$ cat src/rtl/anim_pkg.sv
// Shared encodings for the sprite animation scheduler.
package anim_pkg;

  // Speed-mode encodings as seen on speed_mode_in / speed_mode.
  localparam logic [1:0] SPD_STOP    = 2'b00;
  localparam logic [1:0] SPD_SLOW    = 2'b01;
  localparam logic [1:0] SPD_FAST    = 2'b10;
  localparam logic [1:0] SPD_DEFAULT = 2'b11;

  // Width of the free-running frame counter.
  localparam int FC_W = 7;

  // Scheduler state, visible on run_state for checkers.
  typedef enum logic [1:0] {
    ST_STOP = 2'd0,
    ST_RUN  = 2'd1,
    ST_STEP = 2'd2
  } run_state_t;

endpackage

$ cat src/rtl/anim_scheduler_sel_debouncer.sv
// Two-flop synchronizer plus frame-sampled stability filter for a user selection.
// A new value must be seen unchanged on DEB_FRAMES consecutive frame strobes
// before it replaces the committed value. commit_now flags the strobe on which
// that happens so the caller can react in the same cycle; cand is the value
// being committed.
module sel_debouncer #(
  parameter int             W          = 2,
  parameter int             DEB_FRAMES = 3,
  parameter logic [W-1:0]   RESET_VAL  = '0
) (
  input  logic         clk,
  input  logic         reset,
  input  logic         frame_start,
  input  logic [W-1:0] raw,
  output logic [W-1:0] sel,
  output logic [W-1:0] cand,
  output logic         commit_now
);

  localparam int             CNT_W   = $clog2(DEB_FRAMES + 1);
  localparam logic [CNT_W-1:0] DEB_LIM = CNT_W'(DEB_FRAMES);

  logic [W-1:0]     sync1;
  logic [W-1:0]     sync2;
  logic [CNT_W-1:0] cnt;
  logic [CNT_W-1:0] cnt_inc;

  // Stable-count step and same-cycle commit indication.
  always_comb begin
    cnt_inc    = cnt + CNT_W'(1);
    commit_now = frame_start && (sync2 == cand) && (sync2 != sel) && (cnt_inc == DEB_LIM);
  end

  // Synchronize the raw input and run the per-frame stability counter.
  always_ff @(posedge clk or posedge reset) begin
    if (reset) begin
      sync1 <= '0;
      sync2 <= '0;
      cand  <= RESET_VAL;
      sel   <= RESET_VAL;
      cnt   <= '0;
    end else begin
      sync1 <= raw;
      sync2 <= sync1;
      if (frame_start) begin
        if (sync2 != cand) begin
          cand <= sync2;
          cnt  <= CNT_W'(1);
        end else if (sync2 != sel) begin
          if (cnt_inc == DEB_LIM) begin
            sel <= cand;
            cnt <= '0;
          end else begin
            cnt <= cnt_inc;
          end
        end else begin
          cnt <= '0;
        end
      end
    end
  end

endmodule

$ cat src/rtl/anim_scheduler.sv
// Frame-rate controller for the sprite animation path.
// Advances the animation frame index from per-frame strobes at a rate chosen
// by the debounced speed selection, supports stop and single-step, and raises
// a sound trigger on every animation-cycle wrap.
//
// Sound handshake: snd_req rises in the cycle after a wrapping advance and is
// held until snd_ack is sampled high on a clock edge; snd_req is low in the
// following cycle. snd_ack while snd_req is low is ignored, and a wrap while
// snd_req is already high does not queue another request.
module anim_scheduler
  import anim_pkg::*;
#(
  parameter int NUM_FRAMES  = 4,
  parameter int FRAME_W     = 2,
  parameter int SLOW_DIV    = 4,
  parameter int FAST_DIV    = 2,
  parameter int DEFAULT_DIV = 64,
  parameter int DEB_FRAMES  = 3
) (
  input  logic               clk,
  input  logic               reset,
  input  logic               frame_start,
  input  logic [1:0]         speed_mode_in,
  input  logic [1:0]         bg_sel_in,
  input  logic               step_in,
  input  logic               snd_ack,
  output logic [FRAME_W-1:0] frame_num,
  output logic [FC_W-1:0]    frame_counter,
  output logic [1:0]         speed_mode,
  output logic [1:0]         bg_sel,
  output logic               snd_req,
  output logic [1:0]         run_state
);

  localparam logic [6:0]         SLOW_LAST    = 7'(SLOW_DIV - 1);
  localparam logic [6:0]         FAST_LAST    = 7'(FAST_DIV - 1);
  localparam logic [6:0]         DEFAULT_LAST = 7'(DEFAULT_DIV - 1);
  localparam logic [FRAME_W-1:0] LAST_FRAME   = FRAME_W'(NUM_FRAMES - 1);

  run_state_t state;
  logic [6:0] div_cnt;
  logic [6:0] div_last;
  logic       step_s1, step_s2, step_d, step_pend, step_edge;
  logic       spd_commit;
  logic [1:0] spd_cand;
  logic [1:0] mode_eff;
  logic       advance, wrap;
  logic       bg_commit_unused;
  logic [1:0] bg_cand_unused;

  sel_debouncer #(.W(2), .DEB_FRAMES(DEB_FRAMES), .RESET_VAL(SPD_DEFAULT)) u_speed_deb (
    .clk         (clk),
    .reset       (reset),
    .frame_start (frame_start),
    .raw         (speed_mode_in),
    .sel         (speed_mode),
    .cand        (spd_cand),
    .commit_now  (spd_commit)
  );

  sel_debouncer #(.W(2), .DEB_FRAMES(DEB_FRAMES), .RESET_VAL(2'b00)) u_bg_deb (
    .clk         (clk),
    .reset       (reset),
    .frame_start (frame_start),
    .raw         (bg_sel_in),
    .sel         (bg_sel),
    .cand        (bg_cand_unused),
    .commit_now  (bg_commit_unused)
  );

  assign run_state = state;

  // Divider length, effective mode after this strobe, and advance/wrap decode.
  always_comb begin
    div_last = DEFAULT_LAST;
    case (speed_mode)
      SPD_SLOW: div_last = SLOW_LAST;
      SPD_FAST: div_last = FAST_LAST;
      default:  div_last = DEFAULT_LAST;
    endcase
    mode_eff  = spd_commit ? spd_cand : speed_mode;
    step_edge = step_s2 & ~step_d;
    // A strobe that commits a new speed never advances in RUN; STEP always does.
    advance   = frame_start &&
                (((state == ST_RUN) && !spd_commit && (div_cnt == div_last)) ||
                 (state == ST_STEP));
    wrap      = advance && (frame_num == LAST_FRAME);
  end

  // Step button synchronizer and edge history.
  always_ff @(posedge clk or posedge reset) begin
    if (reset) begin
      step_s1 <= 1'b0;
      step_s2 <= 1'b0;
      step_d  <= 1'b0;
    end else begin
      step_s1 <= step_in;
      step_s2 <= step_s1;
      step_d  <= step_s2;
    end
  end

  // Run/stop/step FSM with divider and pending-step latch.
  always_ff @(posedge clk or posedge reset) begin
    if (reset) begin
      state     <= ST_RUN;
      div_cnt   <= '0;
      step_pend <= 1'b0;
    end else begin
      if (step_edge && (state != ST_RUN)) step_pend <= 1'b1;
      case (state)
        ST_RUN: begin
          if (frame_start) begin
            if (spd_commit) begin
              div_cnt <= '0;
              if (spd_cand == SPD_STOP) state <= ST_STOP;
            end else if (div_cnt == div_last) begin
              div_cnt <= '0;
            end else begin
              div_cnt <= div_cnt + 7'd1;
            end
          end
        end
        ST_STOP: begin
          if (frame_start && spd_commit && (spd_cand != SPD_STOP)) begin
            state     <= ST_RUN;
            div_cnt   <= '0;
            step_pend <= 1'b0;
          end else if (step_pend) begin
            state <= ST_STEP;
          end
        end
        ST_STEP: begin
          if (frame_start) begin
            step_pend <= 1'b0;
            div_cnt   <= '0;
            state     <= (mode_eff != SPD_STOP) ? ST_RUN : ST_STOP;
          end
        end
        default: state <= ST_RUN;
      endcase
    end
  end

  // Frame index and free-running frame counter.
  always_ff @(posedge clk or posedge reset) begin
    if (reset) begin
      frame_num     <= '0;
      frame_counter <= '0;
    end else begin
      if (frame_start) frame_counter <= frame_counter + FC_W'(1);
      if (advance)     frame_num     <= frame_num + FRAME_W'(1);
    end
  end

  // Sound trigger request, cleared by an acknowledge.
  always_ff @(posedge clk or posedge reset) begin
    if (reset) begin
      snd_req <= 1'b0;
    end else if (snd_req && snd_ack) begin
      snd_req <= 1'b0;
    end else if (wrap) begin
      snd_req <= 1'b1;
    end
  end

endmodule
$ cat config.mk
export PLATFORM = sky130hd
export DESIGN_NAME = anim_scheduler
export DESIGN_NICKNAME = d
export VERILOG_FILES = /design/src/rtl/anim_pkg.sv /design/src/rtl/anim_scheduler_sel_debouncer.sv /design/src/rtl/anim_scheduler.sv
export SDC_FILE = /design/constraint.sdc
export NUM_CORES = 1
export LEC_CHECK = 0
export BUFFER_PORTS_ARGS = -buffer_cell sky130_fd_sc_hd__buf_2
export CAP_MARGIN = 10
export CORE_ASPECT_RATIO = 1.4
export CORE_MARGIN = 3
export CORE_UTILIZATION = 61
export DETAILED_ROUTE_END_ITERATION = 6
export GPL_TIMING_DRIVEN = 0
export PLACE_DENSITY = 0.83
export SLEW_MARGIN = 20
export SYNTH_ARGS = -nofsm -noshare
export SYNTH_HDL_FRONTEND = slang
export SYNTH_SLANG_ARGS = --single-unit
$ cat constraint.sdc
create_clock -name clk -period 4.6 [get_ports clk]
set_input_delay 0.23 -clock clk [delete_from_list [all_inputs] [get_ports clk]]
set_output_delay 0.23 -clock clk [all_outputs]
set_load 0.01 [all_outputs]
# [After elaboration in Yosys (flattened, before gate mapping)]
# Index checks and enable logic that the tools add are counted.
# Widths: inputs -> output; s select.
[totals] ramBits=0 mem_count=0 word_cells=101 mem_bits_ro=0 regBits=43 latch_bits=0
[classes] shift=0 eq_ne=20 n_bitwise=4 multipliers=0 n_div=0 addsub=5 n_mux=28 reduce_logical=25 order_cmp=0
[op_table] cell="$mux 7" n=5
[op_table] cell="$mux 2" n=13
[op_table] cell="$pmux 7 s3" n=1
[op_table] cell="$add 7x1->7 const B" n=2
[op_table] cell="$pmux 6 s2" n=1
[op_table] cell="$reduce_and 4->1" n=3
[op_table] cell="$logic_and 1x1->1" n=11
[op_table] cell="$eq 2x2->1 const B" n=5
[op_table] cell="$ne 2x2->1" n=4
[op_table] cell="$ne 2x2->1 const B" n=4
[op_table] cell="$eq 7x7->1" n=1
[op_table] cell="$add 2x1->2 const B" n=3
[op_table] cell="$mux 1" n=6
[op_table] cell="$pmux 2 s3" n=1
[op_table] cell="$reduce_bool 2->1" n=3
[op_table] cell="$reduce_and 5->1" n=1
[op_table] cell="$eq 2x1->1 const B" n=2
[op_table] cell="$logic_not 2->1" n=2
[op_table] cell="$ne 2x1->1 const B" n=2
[op_table] cell="$reduce_and 2->1" n=2
[op_table] cell="$ne 3x3->1 const B" n=1
[op_table] cell="$not 1->1" n=3
[op_table] cell="$reduce_bool 3->1" n=1
[op_table] cell="$eq 2x2->1" n=1
[op_table] cell="4 further kinds" n=4

# [Depth between registers and ports, before layout]
[depth] word_depth=12 depth_mapped=8

# [Modules after synthesis]
# Synthesis repeated with hierarchy kept, for this count alone.
[hier_totals] hier_cells=171 area_unflattened_um2=2009.4
[modules_own_cells] mod="anim_scheduler" n_inst=1 cells_per_inst=117 area_each_um2=1198.6 seq_area_each_um2=576.8
[modules_own_cells] mod="sel_debouncer at u_speed_deb" n_inst=1 cells_per_inst=27 area_each_um2=407.9 seq_area_each_um2=255.2
[modules_own_cells] mod="sel_debouncer at u_bg_deb" n_inst=1 cells_per_inst=27 area_each_um2=402.9 seq_area_each_um2=250.2

# [Worst setup path before layout]
# No wires, ideal clock.
[synth_path] path_type="flip-flop to flip-flop" start="register u_speed_deb.sel[0]" end="register frame_num[1]" n_path_buf=1 stages_incl_launch_ff=9 path_slack_ns=2.215 setup_time_ns=0.125 t_arrival_ns=2.260 t_required_ns=4.475 path_cell_list="dfstp_2 > inv_1 > ha_1 > or4_1 > o22ai_1 > and4b_1 > buf_6 > a32oi_4 > mux2_4"
[synth_between] elab_chain_len=8 word_cells_on_any_way=12 classes_between="eq/ne (4); mux (1); reduce/logical (7)"
[synth_lines] element="from (decl)" line_no="anim_scheduler_sel_debouncer.sv:15" rtl="output logic [W-1:0] sel,"
[synth_lines] element="from (signal assigned)" line_no="anim_scheduler_sel_debouncer.sv:51" rtl="sel <= cand;"
[synth_lines] element="branches (longest 5 deep; another with $eq 7x7->1)"
[synth_lines] element="$logic_and 1x1->1 (*)" line_no="anim_scheduler.sv:85" rtl="(((state == ST_RUN) && !spd_commit && (div_cnt == div_last)) ||"
[synth_lines] element="$logic_or 1x1->1 (*)" line_no="anim_scheduler.sv:85"
[synth_lines] element="$logic_and 1x1->1 (*)" line_no="anim_scheduler.sv:84" rtl="advance = frame_start &&"
[synth_lines] element="to (signal assigned)" line_no="anim_scheduler.sv:152" rtl="if (advance) frame_num <= frame_num + FRAME_W'(1);"
[synth_lines] element="to (decl)" line_no="anim_scheduler.sv:27" rtl="output logic [FRAME_W-1:0] frame_num,"
# Every way passes the cells marked *.
# A chain may end at the register's enable or synchronous reset.

# [Worst setup path in the final report]
# Same ends and word-level chain as after synthesis.

==> out/summary.log <==
INFO  grt            grt-ovfl-total=0
INFO  grt            grt_start_max_net_pins=27
INFO  cts            tritoncts_clock_tree=done
INFO  logic_synthesis synth.yosys.seq_area_share=51.7%
INFO  worst_setup_path ff2ff_path_depth=8
INFO  worst_setup_path worst_r2r_endpoint=frame_num[1]
INFO  timing         final_period_minus_worst_setup_slack=2.64ns
INFO  detailed_routing routed_wire_length_per_instance=17.9µm
INFO  timing         total_negative_setup_slack=0ns
INFO  worst_setup_path worst_ep_arrival_time=2.82ns
INFO  worst_setup_path required=4.78ns
INFO  logic_synthesis syn_nets=193
INFO  timing         max-slew-margin-rel=64.7%
INFO  finish         numnets_final=226
INFO  timing         slew_violations=0
INFO  finish         final.fill_count=208
INFO  grt            first_global_vias=1562
INFO  grt            grt_pass1_wl=7400µm
INFO  pwr            peakVddDrop=456µV
INFO  cts            post_cts.resized_instances=0
INFO  worst_hold_path worstHoldPathType=in2reg
INFO  grt            groute.usage.overall=23.3%
INFO  logic_synthesis synthArstFlopShare=100%
INFO  worst_hold_path min_from=speed_mode_in[1]
INFO  timing         grt_setup_unrepaired=no
INFO  worst_setup_path critical_path.slowest_cell=sky130_fd_sc_hd__dfstp_2
INFO  worst_hold_path worstHoldEndpoint=u_speed_deb.sync1[1]
INFO  logic_synthesis yosys_warnings=0
INFO  worst_setup_path setup.worst_path.end_class=flip-flop
INFO  worst_hold_path min_path_cells=1
INFO  cts            cts_max_level=2
INFO  timing         layout_worst_path_cycle_share=57.3%
INFO  place          detailed_place_hpwl=3030µm
INFO  cts            clock_latency=0.29ns
INFO  timing         max_freq=379MHz
INFO  cts            path_clk_slew=0.08ns
INFO  logic_synthesis netlist_instances=176
INFO  finish         n_antenna_cell=0
INFO  logic_synthesis synthDominantCellAreaShare=45.4%
INFO  detailed_routing vias_per_cell=6.10
INFO  detailed_routing drt_first_pass_iters=4
INFO  worst_setup_path crit_path_max_fanout=7
INFO  worst_setup_path critPathTopFamily=simple AND/OR/NAND/NOR gates
INFO  floorplan      floorplan.io_pins=25
INFO  floorplan      floorplan.core_area=3210µm²
INFO  detailed_routing finalWirelength=4450µm
INFO  pwr            design_power_total=1.35mW
INFO  detailed_routing total_number_of_vias=1518
INFO  logic_synthesis postSynthAreaPerCell=11.9µm²
INFO  pwr            power.static_leakage=1.12nW
INFO  place          routabilityCongestion=0.874
INFO  timing         number_of_endpoints_with_negative_hold_slack_in_the_final_report=0
INFO  timing         setup_viol=0
INFO  worst_setup_path worst-path-buf-inv=2
INFO  logic_synthesis synth-seq-cells=43
INFO  logic_synthesis synth_top_cell_by_area=sky130_fd_sc_hd__dfrtp_1
INFO  logic_synthesis postSynth.topFlopCell=sky130_fd_sc_hd__dfrtp_1
INFO  place          buffer_ports.inserted=24
INFO  floorplan      core.rowCount=24
INFO  worst_setup_path criticalPathCategory=reg2reg
INFO  flow_run       timing.max_cap.violations=0
INFO  grt            grt_antenna_before_repair=0
INFO  cts            post-cts-setup-buffers=0
INFO  floorplan      initial_utilization=65.2%
INFO  floorplan      die_outline_width=55.5µm
INFO  floorplan      die-area=4180µm²
INFO  cts            numCtsBuffers=5
INFO  logic_synthesis netlist_area=2090µm²
INFO  logic_synthesis leading_post_synthesis_cells_by_cell_area=sky130_fd_sc_hd__dfrtp_1 45%, sky130_fd_sc_hd__dfstp_2 6.3%, sky130_fd_sc_hd__mux2_2 4.8%, sky130_fd_sc_hd__ha_1 4.8%, sky130_fd_sc_hd__xor2_1 3.8%
INFO  detailed_routing initialDrtViolationCount=64
INFO  finish         drive_gt1_share=29.0%
INFO  cts            cts_root_buffer=sky130_fd_sc_hd__clkbuf_8
INFO  pwr            power-per-cell-area=554nW/µm²
INFO  detailed_routing postRouteAntennaNets=0
INFO  finish         area.growth.synth_to_final=16.2%
INFO  logic_synthesis synth_edf_count=0
INFO  finish         largestRegisters=div_cnt: 7 flops, frame_counter: 7 flops
INFO  cts            ctsLongestPathBuffers=2
INFO  worst_setup_path regToRegSetupSlack=1.96ns
INFO  timing         timing.clock.skew=0.00508ns
INFO  timing         worst-slew-pin-transition=0.529ns
INFO  floorplan      chipHeight=75.3µm
INFO  worst_setup_path reg2reg_from=u_speed_deb.sel[0]
INFO  worst_setup_path slowest_delay=0.59ns
INFO  worst_setup_path worst_setup_path_start_kind=flip-flop
INFO  cts            cts.sink_count=43
INFO  logic_synthesis synth_cell_type_count=49
INFO  detailed_routing drt_drc_violations_left=0
INFO  worst_setup_path crit_path_cell_trace=inv_1 > ha_1 > or4_1 > o22ai_1 > and4b_1 > buf_6 > a32oi_4 > mux2_4
INFO  run_status     run_status=finished, final reports clean
[cell type report]
| class | count | area (µm²) | area share [%] |
|---|---|---|---|
| sequential | 43 | 1080 | 44.5 |
| clock inverter | 2 | 60.1 | 2.47 |
| multi-input combinational | 121 | 955 | 39.2 |
| clock buffer | 6 | 72.6 | 2.98 |
| timing repair buffer | 26 | 158 | 6.48 |
| tap | 39 | 48.8 | 2.01 |
| inverter | 8 | 30.0 | 1.23 |
| buffer | 4 | 27.5 | 1.13 |
[worst max-delay path by stage]
| stage | startpoint | endpoint | slack [ns] | cells after the start |
|---|---|---|---|---|
| global route | u_speed_deb.sel[0] | frame_num[1] | 1.94 | 8 |
| floorplan | u_speed_deb.sel[0] | frame_num[1] | 2.21 | 8 |
| CTS | u_speed_deb.sel[0] | frame_num[1] | 2.02 | 8 |
| detailed placement | u_speed_deb.sel[0] | frame_num[1] | 2.05 | 8 |
| finish | u_speed_deb.sel[0] | frame_num[1] | 1.96 | 8 |
| global placement | u_speed_deb.sel[0] | frame_num[1] | 2.15 | 8 |
[synth_stat cells, drive strengths merged, types with 3 or more instances]
| library cell | instances |
|---|---|
| nand2 | 9 |
| a21oi | 3 |
| nor2 | 9 |
| dfrtp | 38 |
| xnor2 | 8 |
| nand3 | 5 |
| dfstp | 5 |
| ha | 8 |
| nor3 | 7 |
| o21ai | 8 |
| o21a | 3 |
| mux2 | 10 |
| a22o | 4 |
| o31ai | 4 |
| inv | 8 |
| xor2 | 9 |
[routing by layer]
layer	track usage (%)	wire length (µm)	vias to the layer above
met1	24.9	1720	756
met3	4.41	167	9
met2	44.9	2480	48
met5	0	0	-
li1	-	-	705
met4	10.8	86	0
[per-stage QoR]
| step | cell area (µm²) | util (%) | hold slack (ns) | std cells | worst slack, ns |
|---|---|---|---|---|---|
| after floorplan | 2090 | - | 0.261 | 176 | 2.21 |
| after global placement | 2260 | 70.4 | 0.334 | 239 | 2.15 |
| after detailed placement | 2290 | 71.3 | 0.236 | 240 | 2.05 |
| after CTS | 2430 | 75.7 | 0.0310 | 249 | 2.02 |
| after global routing | 2430 | 75.7 | 0.0277 | 249 | 1.94 |
| final | 2430 | 75.7 | 0.0395 | 249 | 1.96 |
[power breakdown]
| group | switching [mW] | internal, mW | total (mW) |
|---|---|---|---|
| clock network | 0.128 | 0.217 | 0.345 |
| logic | 0.243 | 0.198 | 0.441 |
| registers | 0.0930 | 0.468 | 0.561 |
[cells by family after synthesis]
group,count (synthesis),share of synthesized area [%]
mux,12,6.51
xor+xnor,17,7.11
compound gates,39,15.5
fa+ha+maj,8,4.78
buf+inv,12,2.75
simple gates,45,11.7
flops,43,51.7
[timing repair]
action                                  CTS  global route
hold endpoints to repair                 17             0
hold buffers                              1             0
endpoints found under the setup margin    0             0
[placed cells by master, fill, tap and decap left out, types with 5 or more instances in the layout]
master                     Yosys  routed
sky130_fd_sc_hd__buf_2         0      24
sky130_fd_sc_hd__clkbuf_8      0       5
sky130_fd_sc_hd__dfrtp_1      38      38
sky130_fd_sc_hd__dfstp_2       5       5
sky130_fd_sc_hd__ha_1          8       8
sky130_fd_sc_hd__inv_1         8       7
sky130_fd_sc_hd__mux2_2        9       9
sky130_fd_sc_hd__nand2_1       9       9
sky130_fd_sc_hd__nand3_1       5       5
sky130_fd_sc_hd__nor2_1        9       9
sky130_fd_sc_hd__nor3_1        6       6
sky130_fd_sc_hd__o21ai_0       7       7
sky130_fd_sc_hd__xnor2_1       8       8
sky130_fd_sc_hd__xor2_1        9       9
No activity file was read; power rests on OpenSTA's default activity.
